--- src/rtl/seven_seg_scan.sv ---
// Time-multiplexed N-digit seven-segment driver with blanking between digit slots,
// frame-coherent value commit, per-digit dark/dp control and leading-zero suppression.
module seven_seg_scan #(
  parameter int N_DIGITS     = 4,
  parameter int DIGIT_CYCLES = 50000,
  parameter int BLANK_CYCLES = 500
) (
  input  logic                  clk,
  input  logic                  rst_n,
  input  logic [4*N_DIGITS-1:0] value,
  input  logic                  load,
  input  logic [N_DIGITS-1:0]   dp,
  input  logic [N_DIGITS-1:0]   blank_mask,
  input  logic                  lz_en,
  output logic [6:0]            segments,
  output logic                  dp_n,
  output logic [N_DIGITS-1:0]   anode_n,
  output logic                  frame_start
);

  localparam int CW = (DIGIT_CYCLES > 1) ? $clog2(DIGIT_CYCLES) : 1;
  localparam int IW = (N_DIGITS > 1) ? $clog2(N_DIGITS) : 1;

  generate
    if (N_DIGITS < 1 || BLANK_CYCLES < 1 || BLANK_CYCLES >= DIGIT_CYCLES) begin : g_bad_params
      $error("seven_seg_scan: illegal parameter combination");
    end
  endgenerate

  typedef enum logic {
    SLOT_BLANK,
    SLOT_DRIVE
  } slot_t;

  function automatic logic [6:0] decode(input logic [3:0] nib);
    logic [6:0] s;
    case (nib)
      4'h0:    s = 7'b0000001;
      4'h1:    s = 7'b1001111;
      4'h2:    s = 7'b0010010;
      4'h3:    s = 7'b0000110;
      4'h4:    s = 7'b1001100;
      4'h5:    s = 7'b0100100;
      4'h6:    s = 7'b0100000;
      4'h7:    s = 7'b0001111;
      4'h8:    s = 7'b0000000;
      4'h9:    s = 7'b0000100;
      4'hA:    s = 7'b0001000;
      4'hB:    s = 7'b1100000;
      4'hC:    s = 7'b0110001;
      4'hD:    s = 7'b1000010;
      4'hE:    s = 7'b0110000;
      default: s = 7'b0111000;
    endcase
    return s;
  endfunction

  logic [CW-1:0]         cnt;
  logic [IW-1:0]         idx;
  logic [4*N_DIGITS-1:0] pend_value, com_value;
  logic [N_DIGITS-1:0]   pend_dp, com_dp, pend_blank, com_blank;

  slot_t               slot;
  logic                cnt_wrap, idx_wrap, frame_edge;
  logic [N_DIGITS-1:0] lz_dark;
  logic                chain;
  int unsigned         di;
  logic [3:0]          cur_nib;
  logic                cur_dp, cur_blank, cur_lz;
  logic [6:0]          seg_d;
  logic                dpn_d;
  logic [N_DIGITS-1:0] an_d;

  always_comb begin
    cnt_wrap   = (cnt == CW'(DIGIT_CYCLES - 1));
    idx_wrap   = (idx == IW'(N_DIGITS - 1));
    frame_edge = (cnt == '0) && (idx == '0);
    slot       = (cnt < CW'(BLANK_CYCLES)) ? SLOT_BLANK : SLOT_DRIVE;
  end

  always_ff @(posedge clk or negedge rst_n) begin
    if (!rst_n) begin
      cnt <= '0;
      idx <= '0;
    end else if (cnt_wrap) begin
      cnt <= '0;
      idx <= idx_wrap ? '0 : idx + 1'b1;
    end else begin
      cnt <= cnt + 1'b1;
    end
  end

  // A load coinciding with the commit edge is committed directly, bypassing pending.
  always_ff @(posedge clk or negedge rst_n) begin
    if (!rst_n) begin
      pend_value <= '0;
      pend_dp    <= '0;
      pend_blank <= '0;
      com_value  <= '0;
      com_dp     <= '0;
      com_blank  <= '0;
    end else begin
      if (load) begin
        pend_value <= value;
        pend_dp    <= dp;
        pend_blank <= blank_mask;
      end
      if (frame_edge) begin
        com_value <= load ? value      : pend_value;
        com_dp    <= load ? dp         : pend_dp;
        com_blank <= load ? blank_mask : pend_blank;
      end
    end
  end

  // Suppression walks down from the top digit; a zero digit showing its dp ends the run.
  always_comb begin
    lz_dark = '0;
    chain   = lz_en;
    di      = 0;
    for (int unsigned k = 0; k < N_DIGITS; k++) begin
      di = N_DIGITS - 1 - k;
      if (chain && (di != 0) && (com_value[4*di +: 4] == 4'h0)) begin
        lz_dark[di] = 1'b1;
        if (com_dp[di] && !com_blank[di]) chain = 1'b0;
      end else begin
        chain = 1'b0;
      end
    end
  end

  always_comb begin
    cur_nib   = '0;
    cur_dp    = 1'b0;
    cur_blank = 1'b0;
    cur_lz    = 1'b0;
    an_d      = '1;
    for (int unsigned k = 0; k < N_DIGITS; k++) begin
      if (IW'(k) == idx) begin
        cur_nib   = com_value[4*k +: 4];
        cur_dp    = com_dp[k];
        cur_blank = com_blank[k];
        cur_lz    = lz_dark[k];
        if (slot == SLOT_DRIVE) an_d[k] = 1'b0;
      end
    end
    seg_d = 7'h7F;
    dpn_d = 1'b1;
    if (slot == SLOT_DRIVE && !cur_blank) begin
      dpn_d = ~cur_dp;
      if (!cur_lz) seg_d = decode(cur_nib);
    end
  end

  always_ff @(posedge clk or negedge rst_n) begin
    if (!rst_n) begin
      segments    <= 7'h7F;
      dp_n        <= 1'b1;
      anode_n     <= '1;
      frame_start <= 1'b0;
    end else begin
      segments    <= seg_d;
      dp_n        <= dpn_d;
      anode_n     <= an_d;
      frame_start <= frame_edge;
    end
  end

endmodule

--- config.mk ---
export PLATFORM = sky130hd
export DESIGN_NAME = seven_seg_scan
export DESIGN_NICKNAME = d
export VERILOG_FILES = /design/src/rtl/seven_seg_scan.sv
export SDC_FILE = /design/constraint.sdc
export NUM_CORES = 1
export LEC_CHECK = 0
export ABC_AREA = 1
export CORE_UTILIZATION = 25
export DETAILED_ROUTE_END_ITERATION = 8
export DONT_BUFFER_PORTS = 1
export GPL_ROUTABILITY_DRIVEN = 0
export HOLD_SLACK_MARGIN = 0.08
export SLEW_MARGIN = 20
export SYNTH_ARGS = -nofsm -noshare
export SYNTH_HDL_FRONTEND = slang
export SYNTH_SLANG_ARGS = --single-unit
--- constraint.sdc ---
create_clock -name clk -period 5.7 [get_ports clk]
set_input_delay 0.855 -clock clk [delete_from_list [all_inputs] [get_ports clk]]
set_output_delay 0.855 -clock clk [all_outputs]
set_load 0.02 [all_outputs]
After elaboration in Yosys (flattened, before gate mapping)
Memory sizes are Yosys's and may differ from the RTL's.
Cells that the tools add are included.
Word-level totals
  register bits after elaboration: 79
  bits in latches: 0
  RAM bits: 0
  ROM bits: 112
  output and inout port bits: 13
  logic and storage cells: 73
  memories: 1
Cells by class
  add/subtract/negate cells: 2
  multipliers: 0
  divide/modulo/power cells: 0
  magnitude comparators: 1
  eq/ne operators: 5
  shift operators: 0
  multiplexer cells: 36
  bitwise operators: 1
  reduce and logical (&&, ||, !) cells: 15
Memories
  (no name shown): depth 16, bits a word 7, read ports 1, clocked after Yosys merged registers in 0, write ports 0, line 37  | case (nib)
Operators with widths (number)
  two-way mux 16 bit: 2
  two-way mux 1 bit: 25
  two-way mux 4 bit: 6
  adder 16 x 1 -> 16 bit, second input constant: 1
  equality test 16 bit, second input constant: 1
  zero test 16 bit: 1
  < comparator 16 x 9 -> 1 bit, second input constant: 1
  two-way mux 7 bit: 2
  zero test 4 bit: 3
  logical AND 1 bit: 7
  equality test 2 bit, first input constant: 2
  zero test 1 bit: 3
  adder 2 x 1 -> 2 bit, second input constant: 1
  equality test 1 x 2 -> 1 bit, first input constant: 1
  equality test 2 bit, second input constant: 1
  zero test 2 bit: 1
  two-way mux 2 bit: 1
  NOT 1 bit: 1

Depth between registers and ports, before layout
Gate-level depths: netlist of the first run.
  depth after elaboration: 13
  depth in mapped cells: 14

Least setup slack after synthesis of the first run
No wires, ideal clock.
  path type: reg2reg
  start point: register idx[0]
  end point: register segments[3]
  library setup time: 88 ps
  arrival time: 1869 ps
  setup slack: 3742 ps
  cell stages (with the launch flop): 13
  buffers on the path: 1
  cells stage by stage: dfrtp_1 > inv_1 > ha_1 > buf_2 > a21oi_1 > nand2_1 > a21oi_1 > inv_1 > ha_1 > inv_1 > nand2_1 > nand3_1 > nand3_1
On the way
  longest elaborated chain between the ends: 8
  elaborated cells on any way between the ends: 20
Ends and longest elaborated chain
  from (decl): line 59  | logic [IW-1:0] idx;
  from (signal assigned): line 87  | idx <= idx_wrap ? '0 : idx + 1'b1;
  zero test 2 bit: line 139  | if (IW'(k) == idx) begin
  two-way mux 4 bit or two-way mux 1 bit (tied branches) (4 in a row): line 139
  memory (16 x 7 bit) or zero test 1 bit (tied branches)
  two-way mux 7 bit or logical AND 1 bit (tied branches): line 151, 149
  two-way mux 7 bit (*): line 149  | if (slot == SLOT_DRIVE && !cur_blank) begin
  via seg_d[3]: line 70  | logic [6:0] seg_d;
  to (signal assigned): line 162  | segments <= seg_d;
  to (decl): line 15  | output logic [6:0] segments,
The timed path passes the listed nets; every way through them passes the cells marked *.
A chain may end at the register's enable or synchronous reset.

Worst setup path after layout of the first run
  start point: register idx[1]
  end point: register segments[3]
The elaborated chain is that of the path after synthesis.

==> results.tsv, run 1 <==
stage	metric	value	unit
run_status	status	complete, no violations	
drt	post-route-drc-count	0	
clock_network	cts_hold_buf	0	
drt	dr.first_iter.drc_count	174	
clock_network	postCtsSetupBuffers	0	
setup_path	crit_chain	inv_1 > ha_1 > inv_1 > nand3_1 > nand2_1 > a21oi_1 > inv_1 > ha_1 > inv_1 > nand2_1 > nand3_1 > nand3_1	
floorplanning	dieHeight	128	um
power	peakVddDrop	146	uV
final_layout	final_cell_mix	nand2_1, dfrtp_1, inv_1	
grt	grt_max_degree	80	
setup_path	r2r_start	idx[1]$_DFFE_PN0N_	
job	maxCapViolations	0	
clock_network	cts_sinks	79	
timing	drv_slew	0	
clock_network	clk_latency	0.34	ns
timing	hold_viol_final	0	
final_layout	final_net_count	524	
setup_path	cp_slowest_stage_delay	0.41	ns
setup_path	cpMostUsedCell	inv_1	
final_layout	drive_gt1_frac	0.123	
synth	yosys_register_bits	79	
setup_path	critPathCaptureType	register	
final_layout	stdcell_count	700	
synth	synth_cells	485	
clock_network	cts_buffers	9	
drt	first_pass_iters	4	
synth	yosys.area.top_type	dfrtp_1	
grt	antenna_found_initial	0	
floorplanning	rows	45	
final_layout	diodes	0	
grt	track_usage	0.114	
drt	wl_per_cell	11.9	um
timing	timing.setup.tns	0	ns
floorplanning	die_area	16500	um2
placed_design	placed_cells	684	
timing	holdWs	0.216	ns
timing	min_period_over_period	0.406	
setup_path	crit_type	reg -> reg	
synth	synth_flop_cell	dfrtp_1	
clock_network	path_clk_slew	0.06	ns
grt	grt_pass1_wl	14.6	mm
power	p_per_area	291	nW/um2
synth	synth_edf_count	0	
synth	synth_area_leaders	dfrtp_1, nand2_1, dfstp_2, inv_1, ha_1	
grt	gr-total-overflow	0	
clock_network	cts_tree	built	
synth	yosysSeqAreaShare	0.500	
setup_path	slowest_stage	a21oi_1	
timing	period_needed	2.31	ns
drt	ant_nets	0	
placed_design	dp_hpwl	6.04	mm
timing	fin_skew	0.00671	ns
setup_path	required	5.95	ns
synth	synth_nets	525	
clock_network	clock-root-buffer	clkbuf_16	
synth	synth-async-reset-ratio	1.00	
drt	vias	2886	
timing	fmax	0.432	GHz
synth	yosysTopAreaCellShare	0.420	
grt	grt_pass1_vias	2857	
setup_path	cp-start-kind	register	
final_layout	fillerInstances	1623	
clock_network	htree_num_levels	3	
final_layout	syn2layout_area_growth	12.5	%
floorplanning	coreArea	15400	um2
drt	routed_via_density	4.12	
final_layout	regArea	1990	um2
floorplanning	io_pins	41	
timing	tightest_slew	0.779	ns
drt	drt-total-wl	8.36	mm
min_path	min_path_type	in -> async	
synth	yosys_warnings	0	
power	leakagePower	2.23	nW
final_layout	multi_input_area	1680	um2
setup_path	crit_arrival	2.56	ns
synth	synthesis.area	3990	um2
timing	rsz0062_at_grt	no	
floorplanning	start_util	0.259	
timing	maxSlewHeadroom	0.480	
synth	synth.avg_cell_area	8.22	um2
setup_path	startpoint	idx[1]$_DFFE_PN0N_	
floorplanning	die_w	128	um
placed_design	numPortBuffers	0	
clock_network	clock_path_buffers	2	
clock_network	cts-resized-gates	0	
final_layout	final_common_cell	nand2_1	
synth	yosysUniqueCellTypes	37	
setup_path	cp_max_fo	9	
timing	setup_viol	0	
## stage by stage
| stage | instance area [um2] | util | total power, mW | setup slack (ns) |
|---|---|---|---|---|
| after floorplan | 3990 | - | 0.663 | 3.74 |
| after global placement | 4140 | 0.270 | 0.677 | 3.52 |
| after detailed placement | 4140 | 0.270 | 0.678 | 3.42 |
| after CTS | 4490 | 0.292 | 1.33 | 3.41 |
| after global routing | 4490 | 0.292 | 1.36 | 3.12 |
| final | 4490 | 0.292 | 1.31 | 3.39 |
## state kept, by name (all words and copies together) (netlist names)
| signal | count |
|---|---|
| com_blank | 4 |
| pend_blank | 4 |
| pend_value | 16 |
| frame_start | 1 |
| cnt | 16 |
| idx | 2 |
| anode_n | 4 |
| com_value | 16 |
| pend_dp | 4 |
| dp_n | 1 |
| segments | 7 |
| com_dp | 4 |
## synth_stat cells (all sizes together), types with 2 or more instances
master  number
dfrtp       67
clkinv       2
nand4        3
nand3       33
nor3         8
xor2         3
nor2        38
o21ai       15
inv         50
clkbuf       5
nand2      208
ha          12
a21oi       16
dfstp       12
buf          7
## critical path: cells and delay by family, from the launching register on
kind                     cells  cell delay, ns
flip-flops                   1            0.39
adder cells (fa/ha/maj)      2            0.64
AND/OR/NAND/NOR              5            0.36
AO/OA/AOI/OAI                1            0.41
buffers and inverters        4            0.44
## metal layers
layer,up-vias,track usage,part of all wire
met1,1324,0.148,0.48
met5,-,0,0
met2,50,0.176,0.46
li1,1503,-,-
met4,0,0.0367,0.013
met3,9,0.0388,0.049
## path summary, 6_finish.rpt
| check | to | slack (ns) | cells past startpoint |
|---|---|---|---|
| max | segments[3]$_DFF_PN1_ | 3.39 | 12 |
| min | cnt[12]$_DFF_PN0_ | 0.22 | 0 |
| max in group asynchronous | anode_n[3]$_DFF_PN1_ | 5.27 | 0 |
| min in group clk | pend_dp[1]$_DFF_PN0_ | 0.47 | 2 |
| min reg2reg | pend_dp[1]$_DFF_PN0_ | 0.47 | 2 |
| max reg2reg | segments[3]$_DFF_PN1_ | 3.39 | 12 |
## power by group
group	switching [mW]	internal [mW]	leakage, nW	total [mW]
combinational	0.0435	0.0235	1.10	0.0670
sequential	0.0124	0.589	0.968	0.601
clock	0.218	0.420	0.166	0.637
## kinds of logic after synthesis
logic type,synth area share
xor gates and xnor gates,0.00659
adders and majority gates,0.0377
DFF,0.500
and+or+nand+nor,0.321
AOI/OAI and AO/OA,0.0559
buffers and inverters,0.0794
## final cells by class
cell class / instances / area share
clock buffer: 15 / 0.0695
clock inverter: 1 / 0.00669
inverter: 52 / 0.0466
multi-input combinational: 342 / 0.374
sequential: 79 / 0.444
tap: 211 / 0.0589
Note: power is estimated with default switching activity, not from simulation.
==> run 2, diff against run 1 <==
==> constraint.sdc (replaced) <==
create_clock -name clk -period 1.9 [get_ports clk]
set_input_delay 0.285 -clock clk [delete_from_list [all_inputs] [get_ports clk]]
set_output_delay 0.285 -clock clk [all_outputs]
set_load 0.02 [all_outputs]
==> run 2 against run 1 <==
The flow now finishes with violations (hold timing). Clock power grew 150%. Setup slack got worse by 3.3 ns. Clock skew hardly changed. Sequential power rose to 3.0 times the previous value. Die area did not move. Routed wire length rose by 3.5%. Critical endpoint is now segments[6]$_DFF_PN1_. Largest cell class unchanged. Highest routed layer unchanged.
==> results.tsv, run 2 (same netlist as run 1, synthesis figures left out) <==
stage	metric	value	unit	change
run_status	status	complete, but fails checks		
run_status	violations	hold timing		
timing	timing.setup.tns	0	ns	unchanged
drt	vias	2977		+3.2%
setup_path	cp_max_fo	5		-4
min_path	min_path_type	in -> async		
power	p_per_area	782	nW/um2	+170%
drt	post-route-drc-count	0		unchanged
setup_path	crit_chain	buf_4 > ha_4 > a21oi_1 > nand2_1 > a21oi_2 > buf_4 > ha_1 > inv_1 > nand2_1 > nand3_1 > nand3_1		
setup_path	critPathCaptureType	register		
timing	drv_slew	0		unchanged
setup_path	required	2.17	ns	-3.78 ns
timing	rsz0062_at_grt	yes		
floorplanning	start_util	0.259		unchanged
floorplanning	io_pins	41		unchanged
final_layout	drive_gt1_frac	0.170		+0.0469
final_layout	syn2layout_area_growth	15.2	%	
floorplanning	dieHeight	128	um	unchanged
floorplanning	die_w	128	um	unchanged
setup_path	crit_arrival	2.06	ns	-0.50 ns
placed_design	numPortBuffers	0		unchanged
grt	grt_pass1_wl	14.7	mm	+0.76%
clock_network	htree_num_levels	3		unchanged
power	peakVddDrop	418	uV	+190%
grt	grt_max_degree	80		unchanged
power	finalPower	3.59	mW	+180%
timing	period_needed	1.79	ns	-0.519 ns
drt	dr.first_iter.drc_count	148		-15%
job	maxCapViolations	0		unchanged
setup_path	cp-start-kind	register		
timing	setup_viol	0		unchanged
timing	min_period_over_period	0.944		+0.538
final_layout	utilization	0.299		+0.00708
drt	wl_per_cell	12.1	um	+0.93%
clock_network	cts_hold_buf	4		+4
drt	ant_nets	0		unchanged
placed_design	placed_cells	697		+1.9%
timing	tightest_slew	0.412	ns	-0.367 ns
floorplanning	die_area	16500	um2	unchanged
final_layout	final_common_cell	nand2_1		
grt	antenna_found_initial	0		unchanged
floorplanning	rows	45		unchanged
placed_design	dp_hpwl	6.29	mm	+4.2%
clock_network	cts_sinks	79		unchanged
clock_network	cts_tree	built		
setup_path	cp_slowest_stage_delay	0.40	ns	about the same
setup_path	slowest_stage	dfrtp_1		
power	leakagePower	2.28	nW	+2.3%
clock_network	clock_path_buffers	2		unchanged
grt	gr-total-overflow	0		unchanged
setup_path	crit_type	reg -> reg		
final_layout	fillerInstances	1640		+1.0%
grt	track_usage	0.116		+0.00183
timing	fin_skew	0.00701	ns	+0.000301 ns
clock_network	cts_buffers	9		unchanged
timing	fmax	0.557	GHz	+29%
clock_network	clk_latency	0.34	ns	about the same
drt	routed_via_density	4.15		+0.57%
timing	hold_viol_final	79		+79
timing	maxSlewHeadroom	0.725		+0.245
clock_network	clock-root-buffer	clkbuf_16		
floorplanning	coreArea	15400	um2	unchanged
final_layout	reg_top3	cnt x16, com_value x16, pend_value x16		
final_layout	final_net_count	542		+3.4%
final_layout	stdcell_count	718		+2.6%
final_layout	final_cell_mix	nand2_1, dfrtp_1, inv_1		
timing	holdWs	-0.355	ns	-0.571 ns
clock_network	path_clk_slew	0.06	ns	about the same
final_layout	diodes	0		unchanged
drt	first_pass_iters	4		unchanged
drt	drt-total-wl	8.65	mm	+3.5%
grt	grt_pass1_vias	2934		+2.7%
run 2: where the power goes:
part	internal, mW	switching [mW]
clock network	0.911	0.655
logic	0.0876	0.134
registers	1.77	0.0386
run 2: area by class of cell:
cell class | count | area [um2] | area share
Clock buffer | 10 | 239 | 0.0520
Sequential cell | 79 | 1990 | 0.434
Multi-Input combinational cell | 342 | 1710 | 0.372
Inverter | 52 | 209 | 0.0455
Clock inverter | 6 | 36.3 | 0.00790
Timing Repair Buffer | 18 | 145 | 0.0316
Tap cell | 211 | 264 | 0.0575
run 2: path summary, 6_finish.rpt:
path	cells past startpoint	slack, ns	from	to
max	11	0.11	idx[0]$_DFFE_PN0N_	segments[6]$_DFF_PN1_
min	0	-0.35	rst_n	cnt[13]$_DFF_PN0_
max reg2reg	11	0.11	idx[0]$_DFFE_PN0N_	segments[6]$_DFF_PN1_
min reg2reg	2	0.47	pend_value[15]$_DFF_PN0_	pend_value[15]$_DFF_PN0_
max in group asynchronous	0	2.03	rst_n	segments[1]$_DFF_PN1_
min in group clk	2	0.09	value[3]	pend_value[3]$_DFF_PN0_
run 2: worst max-delay path, delay by kind of cell (launching register included):
| kind | cells | cell delay, ns |
|---|---|---|
| and+or+nand+nor | 4 | 0.33 |
| adders and majority gates | 2 | 0.37 |
| AOI/OAI and AO/OA | 2 | 0.24 |
| DFF | 1 | 0.40 |
| buffers and inverters | 3 | 0.37 |
run 2: timing repair:
item	4_1_cts	5_1_grt
endpoints found under the setup margin	0	8
buffers inserted	0	1
resized for setup	0	9
hold endpoints to repair	81	79
run 2: stage by stage:
step / area [um2] / hold slack [ns] / setup WS (ns)
6_report: 4590 / -0.355 / 0.106
5_1_grt: 4590 / -0.376 / -0.0215
4_1_cts: 4560 / -0.370 / 0.00288
3_5_place_dp: 4250 / -0.00699 / 0.0233
3_3_place_gp: 4250 / -0.00669 / 0.0794
2_1_floorplan: 3990 / -0.0106 / 0.0420
run 2: metal layers:
metal	share of wire	GRT usage
met4	0.011	0.0311
met1	0.47	0.151
met2	0.45	0.180
met5	0	0
met3	0.061	0.0413
==> run 3, diff against run 2 <==
--- a/config.mk
+++ b/config.mk
@@ -6,11 +6,12 @@
 export NUM_CORES = 1
 export LEC_CHECK = 0
 export ABC_AREA = 1
-export CORE_UTILIZATION = 25
+export CORE_UTILIZATION = 57
 export DETAILED_ROUTE_END_ITERATION = 8
 export DONT_BUFFER_PORTS = 1
 export GPL_ROUTABILITY_DRIVEN = 0
 export HOLD_SLACK_MARGIN = 0.08
+export PLACE_DENSITY = 0.75
 export SLEW_MARGIN = 20
 export SYNTH_ARGS = -nofsm -noshare
 export SYNTH_HDL_FRONTEND = slang
==> run 3 against run 2 <==
Cell count shrank 14%. Critical endpoint is now segments[1]$_DFF_PN1_. Routed wire length is 3.1% lower. Critical path depth fell by 1. The run still ends with hold timing left. Register-to-register slack lost 0.02 ns. Largest power group unchanged. Clock skew increased by 0.0017 ns. Clock power fell by 12%. Total power shrank 3.9%. Sequential cell count is the same. Worst hold slack got worse by 0.031 ns. Cell area rose by 0.30%. First-iteration DRC count grew 26%. Largest cell class unchanged. Via count grew 6.0%.
==> results.tsv, run 3 (same netlist as run 1, synthesis figures left out) <==
stage	metric	value	unit	change
run_status	status	complete, but fails checks		
run_status	violations	hold timing		
floorplanning	die_area	7330	um2	-55%
clock_network	htree_num_levels	3		unchanged
timing	tightest_slew	0.727	ns	+0.314 ns
grt	grt_pass1_wl	13.7	mm	-6.7%
grt	grt_pass1_vias	2999		+2.2%
grt	gr-total-overflow	0		unchanged
final_layout	final_common_cell	nand2_1		
timing	fmax	0.551	GHz	-1.2%
placed_design	placed_cells	575		-18%
drt	ant_nets	0		unchanged
clock_network	clock-root-buffer	clkbuf_8		
placed_design	numPortBuffers	0		unchanged
clock_network	clock_path_buffers	2		unchanged
timing	period_needed	1.82	ns	+0.0218 ns
drt	vias	3157		+6.0%
drt	drt-total-wl	8.38	mm	-3.1%
final_layout	diodes	0		unchanged
placed_design	dp_slack	-0.0322	ns	-0.0555 ns
timing	rsz0062_at_grt	yes		
drt	first_pass_iters	5		+1
setup_path	r2r_setup_slack	0.08	ns	-0.02 ns
floorplanning	io_pins	41		unchanged
power	leakagePower	2.33	nW	+1.9%
final_layout	utilization	0.678		+0.379
floorplanning	coreArea	6790	um2	-56%
setup_path	required	2.20	ns	+0.03 ns
clock_network	clk_latency	0.36	ns	+0.02 ns
timing	drv_slew	0		unchanged
floorplanning	rows	30		-33%
grt	track_usage	0.242		+0.126
drt	wl_per_cell	13.6	um	+13%
power	finalPower	3.45	mW	-3.9%
setup_path	slowest_stage	dfrtp_1		
final_layout	syn2layout_area_growth	15.6	%	
drt	post-route-drc-count	0		unchanged
setup_path	crit_type	reg -> reg		
clock_network	cts_hold_buf	23		+19
final_layout	reg_top3	cnt x16, com_value x16, pend_value x16		
timing	hold_viol_final	79		unchanged
setup_path	crit_chain	buf_6 > ha_4 > nand2_1 > nand3_1 > a21oi_2 > ha_1 > nand2_2 > o21ai_0 > nand2_1 > nand3_1		
drt	routed_via_density	5.12		+23%
power	p_per_area	750	nW/um2	-4.2%
setup_path	cp_top_family	simple AND/OR/NAND/NOR gates		
power	peakVddDrop	421	uV	+0.76%
clock_network	path_clk_slew	0.09	ns	+0.03 ns
floorplanning	start_util	0.587		+0.328
final_layout	stdcell_count	617		-14%
setup_path	critPathCaptureType	register		
timing	holdWs	-0.385	ns	-0.0307 ns
timing	maxSlewHeadroom	0.515		-0.210
setup_path	r2r_start	idx[0]$_DFFE_PN0N_		
timing	setup_viol	0		unchanged
placed_design	dp_hpwl	5.41	mm	-14%
timing	min_period_over_period	0.956		+0.0115
floorplanning	dieHeight	85.6	um	-33%
setup_path	crit_buf_inv	1		-2
drt	dr.first_iter.drc_count	186		+26%
timing	fin_skew	0.00867	ns	+0.00166 ns
floorplanning	die_w	85.6	um	-33%
setup_path	cp_max_fo	5		unchanged
grt	grt_max_degree	80		unchanged
setup_path	cp_slowest_stage_delay	0.42	ns	+0.02 ns
timing	worst_slack	0.0842	ns	-0.0218 ns
job	maxCapViolations	0		unchanged
final_layout	final_cell_mix	nand2_1, dfrtp_1, inv_1		
grt	antenna_found_initial	0		unchanged
setup_path	rr_worst_depth	10		-1
min_path	min_path_type	in -> async		
clock_network	cts_tree	built		
clock_network	cts_buffers	9		unchanged
setup_path	startpoint	idx[0]$_DFFE_PN0N_		
final_layout	drive_gt1_frac	0.173		+0.00312
clock_network	cts_sinks	79		unchanged
final_layout	final_net_count	556		+2.6%
setup_path	crit_arrival	2.12	ns	+0.06 ns
setup_path	reg2reg_to	segments[1]$_DFF_PN1_		
setup_path	cp-start-kind	register		
-- run 3: worst max path at each step --
stage | endpoint | slack [ns] | depth (start not counted)
2_1_floorplan | segments[3]$_DFF_PN1_ | 0.04 | 12
3_3_place_gp | segments[2]$_DFF_PN1_ | 0.09 | 12
3_5_place_dp | segments[3]$_DFF_PN1_ | -0.03 | 11
4_1_cts | segments[3]$_DFF_PN1_ | 0.004 | 12
5_1_grt | segments[5]$_DFF_PN1_ | -0.06 | 13
6_report | segments[1]$_DFF_PN1_ | 0.08 | 10
-- run 3: repair_timing --
action | 4_1_cts | 5_1_grt
setup endpoints to repair | 3 | 19
pin swaps | 0 | 3
buffers inserted | 0 | 3
gates resized for setup | 3 | 20
hold endpoints to repair | 99 | 79
cloned | 0 | 0
-- run 3: cell type report --
| class | count | area (um2) |
|---|---|---|
| sequential | 79 | 1990 |
| clock buffer | 9 | 124 |
| fill | 524 | 2190 |
| tap | 96 | 120 |
| multi-input combinational | 342 | 1760 |
| inverter | 52 | 209 |
| clock inverter | 7 | 96.3 |
| timing repair buffer | 32 | 304 |
-- run 3: worst reg2reg max path: cells and delay by family, from the launching register on --
family	cells	cell delay [ns]
buffers and inverters	1	0.14
adders and majority gates	2	0.41
and+or+nand+nor	5	0.45
AOI/OAI and AO/OA	2	0.35
DFF	1	0.42
-- run 3: metal layers --
layer | part of all wire | up-vias | global-route usage
li1 | - | 1562 | -
met1 | 0.47 | 1486 | 0.329
met2 | 0.47 | 94 | 0.387
met3 | 0.039 | 15 | 0.0395
met4 | 0.017 | 0 | 0.105
met5 | 0 | - | 0
-- run 3: per-stage QoR --
step / cell area (um2) / TNS (ns) / hold slack (ns)
after floorplan: 3990 / 0 / -0.0106
after global placement: 4050 / 0 / -0.00822
after detailed placement: 4050 / -0.0353 / -0.00862
after CTS: 4510 / 0 / -0.395
after global routing: 4610 / -0.136 / -0.396
final: 4610 / 0 / -0.385
-- run 3: where the power goes --
part | total (mW) | internal, mW | switching, mW
sequential | 1.80 | 1.76 | 0.0407
clock | 1.38 | 0.744 | 0.640
combinational | 0.267 | 0.112 | 0.154
